**config.mk**
```make
export PLATFORM = sky130hd
export DESIGN_NAME = exibidor_sequencia
export DESIGN_NICKNAME = d
export VERILOG_FILES = /design/src/rtl/exibidor_sequencia.sv
export SDC_FILE = /design/constraint.sdc
export NUM_CORES = 1
export LEC_CHECK = 0
export CAP_MARGIN = 10
export CORE_ASPECT_RATIO = 0.7
export CORE_MARGIN = 2
export CORE_UTILIZATION = 39
export CTS_CLUSTER_SIZE = 10
export DETAILED_ROUTE_END_ITERATION = 6
export DONT_BUFFER_PORTS = 1
export PLACE_DENSITY = 0.55
export SLEW_MARGIN = 20
export SYNTH_ARGS = -nofsm -noshare
export SYNTH_HDL_FRONTEND = slang
export SYNTH_SLANG_ARGS = --single-unit
```
**constraint.sdc**
```tcl
create_clock -name clock -period 3.3 [get_ports clock]
set_clock_uncertainty 0.05 [all_clocks]
set_input_delay 0.66 -clock clock [delete_from_list [all_inputs] [get_ports clock]]
set_output_delay 0.66 -clock clock [all_outputs]
set_load 0.01 [all_outputs]
```
**src/rtl/exibidor_sequencia.sv**
```systemverilog
// Output-side sequencer of the memory game: plays the stored move sequence
// on the player LEDs for addresses 0..limite, then pulses pronto and returns
// to idle. Sequence memory has a one-cycle synchronous read.
module exibidor_sequencia #(
  parameter int unsigned TEMPO_LED       = 500,
  parameter int unsigned TEMPO_INTERVALO = 250,
  parameter int unsigned LARGURA_CONT    = 16
) (
  input  logic       clock,
  input  logic       reset,
  input  logic       iniciar,
  input  logic       rapido,
  input  logic [3:0] limite,
  input  logic [3:0] dado_memoria,
  output logic [3:0] endereco,
  output logic [3:0] leds,
  output logic       ocupado,
  output logic       pronto,
  output logic [2:0] db_estado
);

  // Fast mode halves both times, floored, never below one cycle.
  localparam int unsigned LedRapido = (TEMPO_LED / 2 < 1) ? 1 : TEMPO_LED / 2;
  localparam int unsigned IntRapido = (TEMPO_INTERVALO / 2 < 1) ? 1 : TEMPO_INTERVALO / 2;

  // Terminal counts (time - 1) so the counter runs 0..time-1.
  localparam logic [LARGURA_CONT-1:0] FimLedNormal = LARGURA_CONT'(TEMPO_LED - 1);
  localparam logic [LARGURA_CONT-1:0] FimLedRapido = LARGURA_CONT'(LedRapido - 1);
  localparam logic [LARGURA_CONT-1:0] FimIntNormal = LARGURA_CONT'(TEMPO_INTERVALO - 1);
  localparam logic [LARGURA_CONT-1:0] FimIntRapido = LARGURA_CONT'(IntRapido - 1);

  typedef enum logic [2:0] {
    StInicial   = 3'b000,
    StCarrega   = 3'b001,
    StLe        = 3'b010,
    StMostra    = 3'b011,
    StIntervalo = 3'b100,
    StProximo   = 3'b101,
    StFim       = 3'b110
  } estado_e;

  estado_e                  r_estado;
  estado_e                  w_prox;
  logic [3:0]               r_endereco;
  logic [3:0]               r_limite;
  logic                     r_rapido;
  logic [3:0]               r_dado;
  logic [3:0]               r_leds;
  logic [LARGURA_CONT-1:0]  r_cont;
  logic                     w_fim_led;
  logic                     w_fim_int;

  assign w_fim_led = (r_cont == (r_rapido ? FimLedRapido : FimLedNormal));
  assign w_fim_int = (r_cont == (r_rapido ? FimIntRapido : FimIntNormal));

  // State register.
  always_ff @(posedge clock) begin
    if (reset) begin
      r_estado <= StInicial;
    end else begin
      r_estado <= w_prox;
    end
  end

  // Next-state logic.
  always_comb begin
    w_prox = r_estado;
    unique case (r_estado)
      StInicial:   if (iniciar) w_prox = StCarrega;
      StCarrega:   w_prox = StLe;
      StLe:        w_prox = StMostra;
      StMostra:    if (w_fim_led) w_prox = StIntervalo;
      StIntervalo: if (w_fim_int) w_prox = StProximo;
      StProximo:   w_prox = (r_endereco == r_limite) ? StFim : StCarrega;
      StFim:       w_prox = StInicial;
      default:     w_prox = StInicial;
    endcase
  end

  // Datapath: address, latched operands, move register, timing counter, LEDs.
  always_ff @(posedge clock) begin
    if (reset) begin
      r_endereco <= '0;
      r_limite   <= '0;
      r_rapido   <= 1'b0;
      r_dado     <= '0;
      r_cont     <= '0;
      r_leds     <= '0;
    end else begin
      unique case (r_estado)
        StInicial: begin
          r_endereco <= '0;
          if (iniciar) begin
            r_limite <= limite;
            r_rapido <= rapido;
          end
        end
        StLe: begin
          r_dado <= dado_memoria;
          r_cont <= '0;
        end
        StMostra:    r_cont <= w_fim_led ? '0 : r_cont + 1'b1;
        StIntervalo: r_cont <= w_fim_int ? '0 : r_cont + 1'b1;
        StProximo:   if (r_endereco != r_limite) r_endereco <= r_endereco + 4'd1;
        StFim:       r_endereco <= '0;
        default:     ;
      endcase
      // LEDs registered off the next state so they are lit exactly in MOSTRA;
      // on entry from LE the move is taken straight from the memory bus.
      if (w_prox == StMostra) begin
        r_leds <= (r_estado == StLe) ? dado_memoria : r_dado;
      end else begin
        r_leds <= '0;
      end
    end
  end

  // Status outputs decoded from the state register.
  always_comb begin
    ocupado   = (r_estado != StInicial);
    pronto    = (r_estado == StFim);
    db_estado = r_estado;
  end

  assign endereco = r_endereco;
  assign leds     = r_leds;

endmodule
```
==> out/results.tsv <==
stage	metric	value	unit
synthesis	synth.cell_area	0.001906	mm²
pwr	powerDensity	426.0	mW/mm²
final_layout	syn2layout_area_growth	5.121	%
pwr	clockPowerShare	34.5	%
clock_network	clk_pin_slew	0.07	ns
timing	fmax	0.4433	GHz
pwr	finalPower	853.4	µW
synthesis	synth_common_cells	dfxtp_1, nor2_1, nand2_1	
timing	fin_setup_tns	0	ns
floorplan	dieArea	0.005470	mm²
routing	drt_pass1_iterations	4	
place	place_congestion	0.8196	
pwr	p_leak	0.0006967	µW
clock_network	holdBufCountCts	0	
pwr	p_comb_share	10.3	%
synthesis	ys_ff_latch	36	
synthesis	synth_most_common_cell	dfxtp_1	
timing	report.final.slew_viol_count	0	
final_layout	antennaDiodeCount	0	
place	dpl.cell_count	274	
worst_hold_path	hp-class	input port to flop	
pwr	ir_drop	0.1750	mV
synthesis	yosysWarnings	0	
place	pre_cts_ws	1.059	ns
routing	ant_nets	0	
place	dpl.hpwl	3007	µm
routing	first_iter_violations	72	
final_layout	fillCellCount	490	
critical_path	path_delay_family	simple AND/OR/NAND/NOR gates	
floorplan	die_w	87.55	µm
routing	drc_errors	0	
floorplan	rows	21	
floorplan	initial_utilization	40.29	%
synthesis	synth_edf_count	0	
timing	hold_viol	0	
clock_network	clock_latency	0.29	ns
timing	setup_viol	0	
synthesis	synth_top_area_share	37.82	%
grt	grt_pass1_vias	1469	
critical_path	worst-endpoint-arrival	2.42	ns
synthesis	ys_seq_area_share	37.82	%
run	cap_violations	0	
final_layout	stdcell_count	281	
clock_network	cts_tree	yes	
synthesis	yosys-top-cells-area	dfxtp_1, mux2i_1, nor2_1	
routing	routedWlPerCell	14.98	µm
synthesis	ys.flop_type	dfxtp_1	
final_layout	seqCellArea	720.7	µm²
synthesis	synth_top_area_cell	dfxtp_1	
floorplan	die_h	62.49	µm
pwr	p_int	629.7	µW
floorplan	core	0.004730	mm²
critical_path	cpMostUsedCell	nor2_1	
floorplan	ios	25	
clock_network	cts_resized	0	
grt	antenna_found_initial	0	
grt	grt.total_usage	17.39	%
synthesis	syn_nets	242	
critical_path	worstPathMaxFanout	14	
synthesis	synthDistinctLibCells	44	
clock_network	cts.sinks	36	
timing	tightest_slew	0.9677	ns
final_layout	stdcell_area	0.002003	mm²
critical_path	crit_path_start_kind	flop	
critical_path	timing.critical_path.buf_inv	0	
critical_path	crit_required	3.46	ns
timing	slew-limit-headroom	34.99	%
clock_network	clockBufferDepth	2	
critical_path	slowest_stage	nor3_1	
timing	finalCritPeriodShare	68.35	%
status	status	finished, final reports clean	
routing	drt-total-wl	4208	µm
synthesis	async_flop_share	0	%
synthesis	postSynthCellCount	228	
critical_path	max_stage_delay	0.74	ns
final_layout	drive_gt1_share	5.357	%
clock_network	cts_root_buffer	clkbuf_8	
place	io_buffers	0	
routing	routed-via-count	1566	
final_layout	fin_nets	238	
final_layout	multiInputGateArea	0.001104	mm²
grt	grt_pass1_wl	7493	µm
critical_path	end_kind	flop	
clock_network	cts_setup_buffers	0	
synthesis	avgSynthCellArea	8.358	µm²
grt	grt_max_degree	26	
timing	layout_setup_ws	1.044	ns
timing	period_needed	2.256	ns
clock_network	ctsHtreeMaxLevel	2	
pwr	switchingPower	223.6	µW
critical_path	path_cells	nor2_1, and2_1, nor3_1, nor2_1, a22oi_1	
pwr	seq_power_share	55.2	%
critical_path	path_class	flop to flop	
timing	rsz0062_at_grt	no	
clock_network	numCtsBuffers	5	
place	dpl_cell_area	0.001926	mm²
pwr	swShare	26.21	%
grt	grt-ovfl-total	0	
routing	avgViaCountPerCell	5.573	
==> per-layer routing <==
layer  vias to the layer above  global-route usage [%]  routed length, µm
met4                         0                   6.538                 53
li1                        807                       -                  -
met2                        20                   21.50               1620
met5                         -                       0                  0
met3                         5                   4.624                168
met1                       734                   27.76               2366
==> flip-flops by register name, indices dropped and copies added (netlist names) <==
name       cells
r_cont        16
endereco       4
leds           4
r_dado         4
r_limite       4
db_estado      3
r_rapido       1
==> power by group through the flow <==
stage | combinational [µW] | clock, µW | sequential [µW]
after CTS | 88.9 | 307 | 471
final | 88.2 | 294 | 471
after detailed placement | 88.6 | 0 | 481
after global routing | 101 | 324 | 474
after global placement | 87.5 | 0 | 480
after floorplan | 81.7 | 0 | 470
==> logic make-up (layout without fill, tap and decap cells) <==
logic type	after synthesis	in the layout	synth area share [%]
xor gates and xnor gates	14	14	6.435
adders and majority gates	2	2	1.313
AOI/OAI and AO/OA	45	45	16.15
muxes	13	13	6.828
DFF	36	36	37.82
and+or+nand+nor	100	100	27.18
buffers and inverters	18	14	4.267
==> placed cells by master (no fill, tap or decap), types with 3 or more instances in the layout <==
master / instances
dfxtp_1: 36
nor2_1: 24
nor2b_1: 7
o22ai_1: 4
xnor2_1: 7
nand3_1: 9
nor4bb_1: 3
and3_1: 3
and4_1: 3
and2_1: 5
xor2_1: 7
a22oi_1: 3
nor4_1: 3
mux2i_1: 13
nor3_1: 8
nand2_1: 22
clkbuf_8: 5
inv_1: 6
nand4_1: 4
or3_1: 3
o211ai_1: 3
o21ai_0: 11
a21oi_1: 9
==> per-stage QoR <==
step	hold WS, ns	util, %
2_1_floorplan	0.4101	-
3_3_place_gp	0.4244	40.71
3_5_place_dp	0.4335	40.71
4_1_cts	0.3761	42.35
5_1_grt	0.3692	42.35
6_report	0.3845	42.35
==> layout make-up <==
class,count,area share (%)
well taps,57,3.560
flip-flops and latches,36,35.98
multi-input cells,174,55.09
clock buffers,6,3.623
clock inverters,1,0.2498
inverters,6,1.124
repair buffers,1,0.3748
==> worst paths after layout <==
check / slack, ns / end / cells after the start / startpoint
worst max-delay path: 1.04 / r_cont[4] / 5 / db_estado[0]
worst min-delay path: 0.38 / r_cont[14] / 1 / reset
worst max register to register: 1.04 / r_cont[4] / 5 / db_estado[0]
worst min register to register: 0.45 / r_dado[3] / 2 / r_dado[3]
No activity file was read; power rests on OpenSTA's default activity.
